## config.mk

```make
export PLATFORM = sky130hd
export DESIGN_NAME = bcd_serial_add_ctrl_flat
export DESIGN_NICKNAME = d
export VERILOG_FILES = /design/src/rtl/bcd_serial_add_ctrl_if.sv /design/src/rtl/bcd_serial_add_ctrl.sv /design/src/flat_wrapper.sv
export SDC_FILE = /design/constraint.sdc
export NUM_CORES = 1
export LEC_CHECK = 0
export ABC_CLOCK_PERIOD_IN_PS = 9800
export BUFFER_PORTS_ARGS = -buffer_cell sky130_fd_sc_hd__buf_2
export CAP_MARGIN = 20
export CORE_MARGIN = 2
export CORE_UTILIZATION = 59
export CTS_CLUSTER_DIAMETER = 80
export DETAILED_ROUTE_END_ITERATION = 12
export PLACE_DENSITY = 0.87
export SYNTH_ARGS = -nofsm -noshare
export SYNTH_HDL_FRONTEND = slang
export SYNTH_SLANG_ARGS = --single-unit
```

## constraint.sdc

```tcl
create_clock -name i_clk -period 9.8 [get_ports i_clk]
set_input_delay 0.98 -clock i_clk [delete_from_list [all_inputs] [get_ports i_clk]]
set_output_delay 0.98 -clock i_clk [all_outputs]
set_load 0.02 [all_outputs]
```

## src/rtl/bcd_serial_add_ctrl_if.sv

```systemverilog
// Handshake/data bundle between the operand front end and the serial BCD adder sequencer.
// The master drives the request and operands; the slave returns status and the registered result.
interface bcd_serial_add_ctrl_if #(
    parameter int DIGITS = 4
);
    logic                  i_start;
    logic [4*DIGITS-1:0]   i_a_bcd;
    logic [4*DIGITS-1:0]   i_b_bcd;
    logic                  i_cin;
    logic                  o_busy;
    logic                  o_done;
    logic [4*DIGITS-1:0]   o_sum;
    logic                  o_cout;
    logic                  o_err;

    modport master (
        output i_start, i_a_bcd, i_b_bcd, i_cin,
        input  o_busy, o_done, o_sum, o_cout, o_err
    );

    modport slave (
        input  i_start, i_a_bcd, i_b_bcd, i_cin,
        output o_busy, o_done, o_sum, o_cout, o_err
    );
endinterface

```

## src/rtl/bcd_serial_add_ctrl.sv

```systemverilog
// Multi-digit BCD adder sequencer: validates both latched operands, then runs one shared
// single-digit BCD adder LSD->MSD, one digit per clock, with a registered decimal carry.
//
//   state | meaning
//   IDLE  | waiting for start; result registers hold the last outcome
//   CHECK | one cycle scanning every latched digit for values above 9
//   ADD   | one digit per cycle, index 0..DIGITS-1
//   DONE  | one-cycle result-valid pulse, then back to IDLE
module bcd_serial_add_ctrl #(
    parameter int DIGITS = 4
) (
    input  logic                          i_clk,
    input  logic                          i_reset,
    bcd_serial_add_ctrl_if.slave          bus
);
    localparam int IDX_W = (DIGITS > 1) ? $clog2(DIGITS) : 1;
    localparam logic [IDX_W-1:0] LAST_IDX = IDX_W'(DIGITS - 1);

    localparam logic [1:0] ST_IDLE  = 2'd0;
    localparam logic [1:0] ST_CHECK = 2'd1;
    localparam logic [1:0] ST_ADD   = 2'd2;
    localparam logic [1:0] ST_DONE  = 2'd3;

    logic [1:0]          r_state;
    logic [4*DIGITS-1:0] r_a;
    logic [4*DIGITS-1:0] r_b;
    logic [4*DIGITS-1:0] r_sum;
    logic [IDX_W-1:0]    r_idx;
    logic                r_carry;
    logic                r_cout;
    logic                r_err;

    logic                w_bad;
    logic [3:0]          w_a_dig;
    logic [3:0]          w_b_dig;
    logic [4:0]          w_t;
    logic [4:0]          w_t_adj;
    logic                w_carry_nxt;
    logic [3:0]          w_digit;

    always_comb begin
        w_bad = 1'b0;
        for (int d = 0; d < DIGITS; d++) begin
            if ((r_a[4*d +: 4] > 4'd9) || (r_b[4*d +: 4] > 4'd9))
                w_bad = 1'b1;
        end
    end

    // Single shared digit adder; values above 9 wrap by adding 6 and keeping the low nibble.
    assign w_a_dig     = r_a[{r_idx, 2'b00} +: 4];
    assign w_b_dig     = r_b[{r_idx, 2'b00} +: 4];
    assign w_t         = {1'b0, w_a_dig} + {1'b0, w_b_dig} + {4'b0000, r_carry};
    assign w_t_adj     = w_t + 5'd6;
    assign w_carry_nxt = (w_t > 5'd9);
    assign w_digit     = w_carry_nxt ? w_t_adj[3:0] : w_t[3:0];

    always_ff @(posedge i_clk or posedge i_reset) begin
        if (i_reset) begin
            r_state <= ST_IDLE;
            r_a     <= '0;
            r_b     <= '0;
            r_sum   <= '0;
            r_idx   <= '0;
            r_carry <= 1'b0;
            r_cout  <= 1'b0;
            r_err   <= 1'b0;
        end else begin
            case (r_state)
                ST_IDLE: begin
                    if (bus.i_start) begin
                        r_a     <= bus.i_a_bcd;
                        r_b     <= bus.i_b_bcd;
                        r_carry <= bus.i_cin;
                        r_idx   <= '0;
                        r_sum   <= '0;
                        r_cout  <= 1'b0;
                        r_err   <= 1'b0;
                        r_state <= ST_CHECK;
                    end
                end
                ST_CHECK: begin
                    if (w_bad) begin
                        r_err   <= 1'b1;
                        r_state <= ST_DONE;
                    end else begin
                        r_state <= ST_ADD;
                    end
                end
                ST_ADD: begin
                    r_sum[{r_idx, 2'b00} +: 4] <= w_digit;
                    r_carry                    <= w_carry_nxt;
                    if (r_idx == LAST_IDX) begin
                        r_cout  <= w_carry_nxt;
                        r_state <= ST_DONE;
                    end else begin
                        r_idx <= r_idx + 1'b1;
                    end
                end
                ST_DONE: r_state <= ST_IDLE;
                default: r_state <= ST_IDLE;
            endcase
        end
    end

    assign bus.o_busy = (r_state == ST_CHECK) || (r_state == ST_ADD);
    assign bus.o_done = (r_state == ST_DONE);
    assign bus.o_sum  = r_sum;
    assign bus.o_cout = r_cout;
    assign bus.o_err  = r_err;
endmodule
```

## src/flat_wrapper.sv

```systemverilog
// flat-port wrapper written by rule: the top's interface ports become plain ports
module bcd_serial_add_ctrl_flat 
#(
    parameter int DIGITS = 4
)
  (i_clk, i_reset, bus_i_start, bus_i_a_bcd, bus_i_b_bcd, bus_i_cin, bus_o_busy, bus_o_done, bus_o_sum, bus_o_cout, bus_o_err);
  bcd_serial_add_ctrl_if #(.DIGITS(DIGITS)) bus_i ();
  input  logic i_clk;
  input  logic i_reset;
  input wire logic [$bits(bus_i.i_start)-1:0] bus_i_start;
  input wire logic [$bits(bus_i.i_a_bcd)-1:0] bus_i_a_bcd;
  input wire logic [$bits(bus_i.i_b_bcd)-1:0] bus_i_b_bcd;
  input wire logic [$bits(bus_i.i_cin)-1:0] bus_i_cin;
  output wire logic [$bits(bus_i.o_busy)-1:0] bus_o_busy;
  output wire logic [$bits(bus_i.o_done)-1:0] bus_o_done;
  output wire logic [$bits(bus_i.o_sum)-1:0] bus_o_sum;
  output wire logic [$bits(bus_i.o_cout)-1:0] bus_o_cout;
  output wire logic [$bits(bus_i.o_err)-1:0] bus_o_err;
  assign bus_i.i_start = bus_i_start;
  assign bus_i.i_a_bcd = bus_i_a_bcd;
  assign bus_i.i_b_bcd = bus_i_b_bcd;
  assign bus_i.i_cin = bus_i_cin;
  assign bus_o_busy = bus_i.o_busy;
  assign bus_o_done = bus_i.o_done;
  assign bus_o_sum = bus_i.o_sum;
  assign bus_o_cout = bus_i.o_cout;
  assign bus_o_err = bus_i.o_err;
  bcd_serial_add_ctrl #(.DIGITS(DIGITS)) u_core (.i_clk(i_clk), .i_reset(i_reset), .bus(bus_i));
endmodule
```

Word-level counts from Yosys, hierarchy flattened

Cells that the tools add are included.
W data, S select, Z words.

Add/subtract/negate cells: 5
Magnitude comparators: 9
Multiplexer cells: 22
Equality and inequality tests: 8
Reductions and logical operators: 14
Shift operators: 4

Operators by type and width:

| kind                     | count |
|---|---|
| $gt A4 B4 Y1 const B     | 8 |
| $pmux W16 S2             | 1 |
| $shiftx A16 B5 Y4        | 2 |
| $bwmux W16               | 1 |
| $mux W16                 | 1 |
| $shift A4 B6 Y16 const A | 1 |
| $shiftx A4 B6 Y16        | 1 |
| $mux W1                  | 9 |
| $reduce_and A3 Y1        | 3 |
| $mux W2                  | 4 |
| $pmux W2 S4              | 1 |
| $eq A2 B2 Y1 const B     | 3 |
| $neg A4 Y6               | 1 |
| $pmux W1 S2              | 3 |
| $reduce_and A2 Y1        | 3 |
| $add A4 B4 Y5            | 1 |
| $add A5 B1 Y5            | 1 |
| $gt A5 B4 Y1 const B     | 1 |
| $logic_or A1 B1 Y1       | 5 |
| $add A4 B3 Y4 const B    | 1 |
| $mux W4                  | 1 |
| $ne A2 B1 Y1 const B     | 2 |
| $ne A2 B2 Y1 const B     | 2 |
| $pmux W2 S2              | 1 |
| 4 further kinds          | 5 |

Word-level logic and storage cells: 70
Bits in registers: 55
Output and inout bits: 20

Logic depth before layout (Yosys ltp)

Depth after elaboration: 8
Depth in mapped cells: 13
Mapped depth without buffers: 11

Worst setup path after synthesis

No wires, ideal clock.

Kind: reg-to-reg
Start point: reg u_core.r_idx[0]
End point: reg u_core.r_sum[10] (netlist: u_core.bus.o_sum[10])
Cell stages (with the launch flop): 13
Library setup time: 0.121 ns
Required time: 9.679 ns
Data arrival time: 3.512 ns
Setup slack: 6.167 ns
Period minus slack after synthesis: 3.633 ns
Path through: dfrtp_1 > clkbuf_1 > clkbuf_1 > mux4_2 > fa_1 > fa_1 > xor2_2 > inv_2 > ha_1 > nor2b_1 > nor3_1 > a211o_1 > a22o_1

Cells in the longest elaborated chain, start to end: 8
Elaborated cells on any way between the ends: 12
Classes of those cells: add/sub: 4; order compare: 1; shift: 4; mux: 3

Ends and longest elaborated chain:

| what                                                 | RTL line                                             | RTL |
|---|---|---|
| from (decl)                                          | bcd_serial_add_ctrl.sv:28                            | `logic [IDX_W-1:0] r_idx;` |
| from (signal assigned)                               | bcd_serial_add_ctrl.sv:96                            | `r_idx <= r_idx + 1'b1;` |
| $shiftx A16 B5 Y4 (on tied branches)                 | bcd_serial_add_ctrl.sv:50, bcd_serial_add_ctrl.sv:51 |  |
| $add A4 B4 Y5                                        | bcd_serial_add_ctrl.sv:52                            | `assign w_t = {1'b0, w_a_dig} + {1'b0, w_b_dig} + {4'b0000, r_carry};` |
| $add A5 B1 Y5                                        | bcd_serial_add_ctrl.sv:52                            |  |
| $add A4 B3 Y4 / $gt A5 B4 Y1 (equally long branches) | bcd_serial_add_ctrl.sv:53, bcd_serial_add_ctrl.sv:54 |  |
| $mux W4                                              | bcd_serial_add_ctrl.sv:55                            | `assign w_digit = w_carry_nxt ? w_t_adj[3:0] : w_t[3:0];` |
| $shiftx A4 B6 Y16                                    | bcd_serial_add_ctrl.sv:90                            | `r_sum[{r_idx, 2'b00} +: 4] <= w_digit;` |
| $bwmux W16 *                                         | bcd_serial_add_ctrl.sv:90                            |  |
| $pmux W16 S2 *                                       | bcd_serial_add_ctrl.sv:68                            | `case (r_state)` |
| to (signal, indexed assignment)                      | bcd_serial_add_ctrl.sv:90                            |  |
| to (decl)                                            | bcd_serial_add_ctrl.sv:27                            | `logic [4*DIGITS-1:0] r_sum;` |

Mark *: on every way between the ends. The rest lies on a longest branch, timed or not.
A chain may end at the register's enable or synchronous reset.

Final worst setup path

Start point: reg u_core.r_idx[0]
End point: reg u_core.r_sum[14] (netlist: u_core.bus.o_sum[14])

The elaborated chain is that of the path after synthesis.

==> flow_metrics.env <==
export IMPL_ctsRootBufferMaster="clkbuf_8"
export IMPL_cts_max_level=2
export IMPL_ys_seq_area_share_pct=48.5
export IMPL_track_usage_pct=23.5
export IMPL_max_stage_delay_ns=0.80
export IMPL_critPathCaptureType="flop"
export IMPL_gp_congestion=0.809
export IMPL_crit_fanout=18
export IMPL_wire_per_inst_microns=16.8
export IMPL_finalSetupViolations=0
export IMPL_io_pins=56
export IMPL_max_freq_ghz=0.262
export IMPL_grt_pass1_vias=2035
export IMPL_initial_utilization_pct=60.5
export IMPL_slew_viol_final=0
export IMPL_hold_viol=0
export IMPL_multi_input_area_sq_um=1400
export IMPL_syn_nets=279
export IMPL_min_path_type="flop to flop"
export IMPL_die_h_microns=73.3
export IMPL_outcome="completed"
export IMPL_tritoncts="built"
export IMPL_timing_rr_start="u_core.r_idx[0]$_DFFE_PP0P_"
export IMPL_cap_violations=0
export IMPL_io_buffers=55
export IMPL_dieArea_sq_um=5380
export IMPL_ys_flop_type="dfrtp_1"
export IMPL_hpwl_microns=4410
export IMPL_nNetsFinal=337
export IMPL_clkTransAtPathRegs_ns=0.11
export IMPL_cts_buffer_depth=2
export IMPL_die_x_microns=73.3
export IMPL_grt_max_degree=37
export IMPL_ys_ff_latch=55
export IMPL_clock_latency_ns=0.32
export IMPL_yosysTopAreaCell="dfrtp_1"
export IMPL_ctsHoldBuffers=0
export IMPL_layout_setup_ws_ns=5.98
export IMPL_drive_gt1_share_pct=39.7
export IMPL_grt_antenna_before_repair=0
export IMPL_cp_data_required_time_ns=10.02
export IMPL_synth_async_reset_ratio_pct=100
export IMPL_startpoint_type="flop"
export IMPL_cp_data_arrival_time_ns=4.04
export IMPL_post_cts_buffers=0
export IMPL_crit_start="u_core.r_idx[0]$_DFFE_PP0P_"
export IMPL_synth_cells=228
export IMPL_final_util_pct=70.1
export IMPL_path_cells="mux4_2 > fa_1 > fa_1 > xor2_2 > inv_2 > ha_1 > nor2b_1 > nor3_1 > a211o_1 > a22o_1"
export IMPL_area_growth_pct=15.9
export IMPL_fp_row_count=25
export IMPL_path_common_cell="fa_1"
export IMPL_relSlewSlack_pct=54.0
export IMPL_synth_distinct_cells=44
export IMPL_grt_pass1_wl_microns=9600
export IMPL_yosys_warnings=0
export IMPL_yosys_area_top_type_share_pct=48.5
export IMPL_place_inst=333
export IMPL_final_cell_mix="55 x buf_2, 55 x dfrtp_1, 32 x mux2_2"
export IMPL_drt_wl_total_microns=5750
export IMPL_rsz0062_at_grt="false"
export IMPL_diodes=0
export IMPL_dp_slack_ns=6.03
export IMPL_fill_cells=329
export IMPL_period_share_pct=39.0
export IMPL_vias_per_cell=5.98
export IMPL_r2r_end="u_core.bus.o_sum[14]$_DFFE_PP0P_"
export IMPL_endpoint="u_core.bus.o_sum[14]$_DFFE_PP0P_"
export IMPL_fp_coreArea_sq_um=4690
export IMPL_r2r_cells=10
export IMPL_synth_edf_count=0
export IMPL_syn_avg_cell_area_sq_um=12.4
export IMPL_drtAntennaViolNets=0
export IMPL_netlist_area_sq_um=2840
export IMPL_drc=0
export IMPL_regArea_sq_um=1380
export IMPL_crit_type="flop to flop"
export IMPL_final_min_clock_period_ns=3.82
export IMPL_drt_iter0_drc=119
export IMPL_ctsResizeCount=0
export IMPL_yosys_top_cells_area="dfrtp_1 49%, mux2_2 13%, mux4_2 6.4%"
export IMPL_tightest_slew_ns=0.690
export IMPL_totalNegativeSetupSlack_ns=0
export IMPL_vias=2039
export IMPL_skew_ns=0.0122
export IMPL_cts_buffers=5
export IMPL_r2r_setup_slack_ns=5.98
export IMPL_cpMaxStageDelayCell="dfrtp_1"
export IMPL_final_cells=341
export IMPL_first_pass_iters=4
export IMPL_cts_sinks=55
export IMPL_overflow=0
[worst max-delay path: cells and delay by family (launching register included)]
kind	cells	cell delay, ns
fa+ha+maj	3	1.09
flops	1	0.80
mux	1	0.60
compound gates	2	0.56
simple gates	2	0.38
xor+xnor	1	0.21
buf+inv	1	0.09
[how the worst min path moves through the flow]
stage                                           startpoint                                to  slack, ns  depth (start not counted)
after floorplan                  u_core.r_a[8]$_DFFE_PP0P_         u_core.r_a[8]$_DFFE_PP0P_       0.47                          1
after global placement    u_core.bus.o_sum[11]$_DFFE_PP0P_  u_core.bus.o_sum[11]$_DFFE_PP0P_       0.46                          2
after detailed placement   u_core.bus.o_sum[7]$_DFFE_PP0P_   u_core.bus.o_sum[7]$_DFFE_PP0P_       0.47                          2
after CTS                  u_core.bus.o_sum[7]$_DFFE_PP0P_   u_core.bus.o_sum[7]$_DFFE_PP0P_       0.50                          2
after global routing       u_core.bus.o_sum[9]$_DFFE_PP0P_   u_core.bus.o_sum[9]$_DFFE_PP0P_       0.51                          2
final                      u_core.bus.o_sum[7]$_DFFE_PP0P_   u_core.bus.o_sum[7]$_DFFE_PP0P_       0.49                          2
[cells by family after synthesis]
kind of cell    share of synthesized area [%]
buf+inv                                  2.25
compound gates                           13.2
fa+ha+maj                                7.15
mux                                      19.8
simple gates                             8.56
flops                                    48.5
xor+xnor                                0.574
[synthesized netlist by cell type (2+ instances only)]
| cell | number |
|---|---|
| mux4_2 | 8 |
| o22ai_1 | 2 |
| o21ai_1 | 9 |
| dfrtp_1 | 55 |
| nor2_1 | 7 |
| buf_1 | 3 |
| nand2_1 | 13 |
| o21ai_0 | 14 |
| nor2b_1 | 2 |
| nand3_1 | 3 |
| ha_1 | 13 |
| and4_1 | 2 |
| mux2i_1 | 2 |
| a21o_1 | 3 |
| a21oi_1 | 5 |
| a22o_1 | 8 |
| nor3_1 | 3 |
| nand4_1 | 5 |
| clkbuf_1 | 3 |
| fa_1 | 2 |
| mux2_2 | 32 |
| or3_1 | 2 |
| nand2b_1 | 2 |
| inv_1 | 10 |
[registers in the layout (all words and copies together) (netlist names)]
register and cells:
u_core.bus.o_cout 1, u_core.bus.o_err 1, u_core.bus.o_sum 16, u_core.r_a 16
u_core.r_b 16, u_core.r_carry 1, u_core.r_idx 2, u_core.r_state 2
[layer usage]
layer / vias to the layer above / GRT usage, % / share of wire [%]
li1: 964 / - / -
met1: 998 / 30.5 / 43
met2: 66 / 39.2 / 50
met3: 11 / 5.08 / 4.6
met4: 0 / 7.88 / 1.8
met5: - / 0 / 0
[area by class of cell]
class	instances	area share, %
tap	54	2.06
clock inverter	2	0.609
multi-input combinational	156	42.5
timing repair buffer	57	9.21
sequential	55	41.9
clock buffer	6	2.51
inverter	11	1.26
[through the flow]
step	cell area [sq um]	hold WS, ns
after floorplan	2840	0.474
after global placement	3160	0.464
after detailed placement	3180	0.471
after CTS	3290	0.495
after global routing	3290	0.514
final	3290	0.487
Power is not shown: default switching activity piles up to over one toggle a cycle in this logic, so the estimate is an artifact.
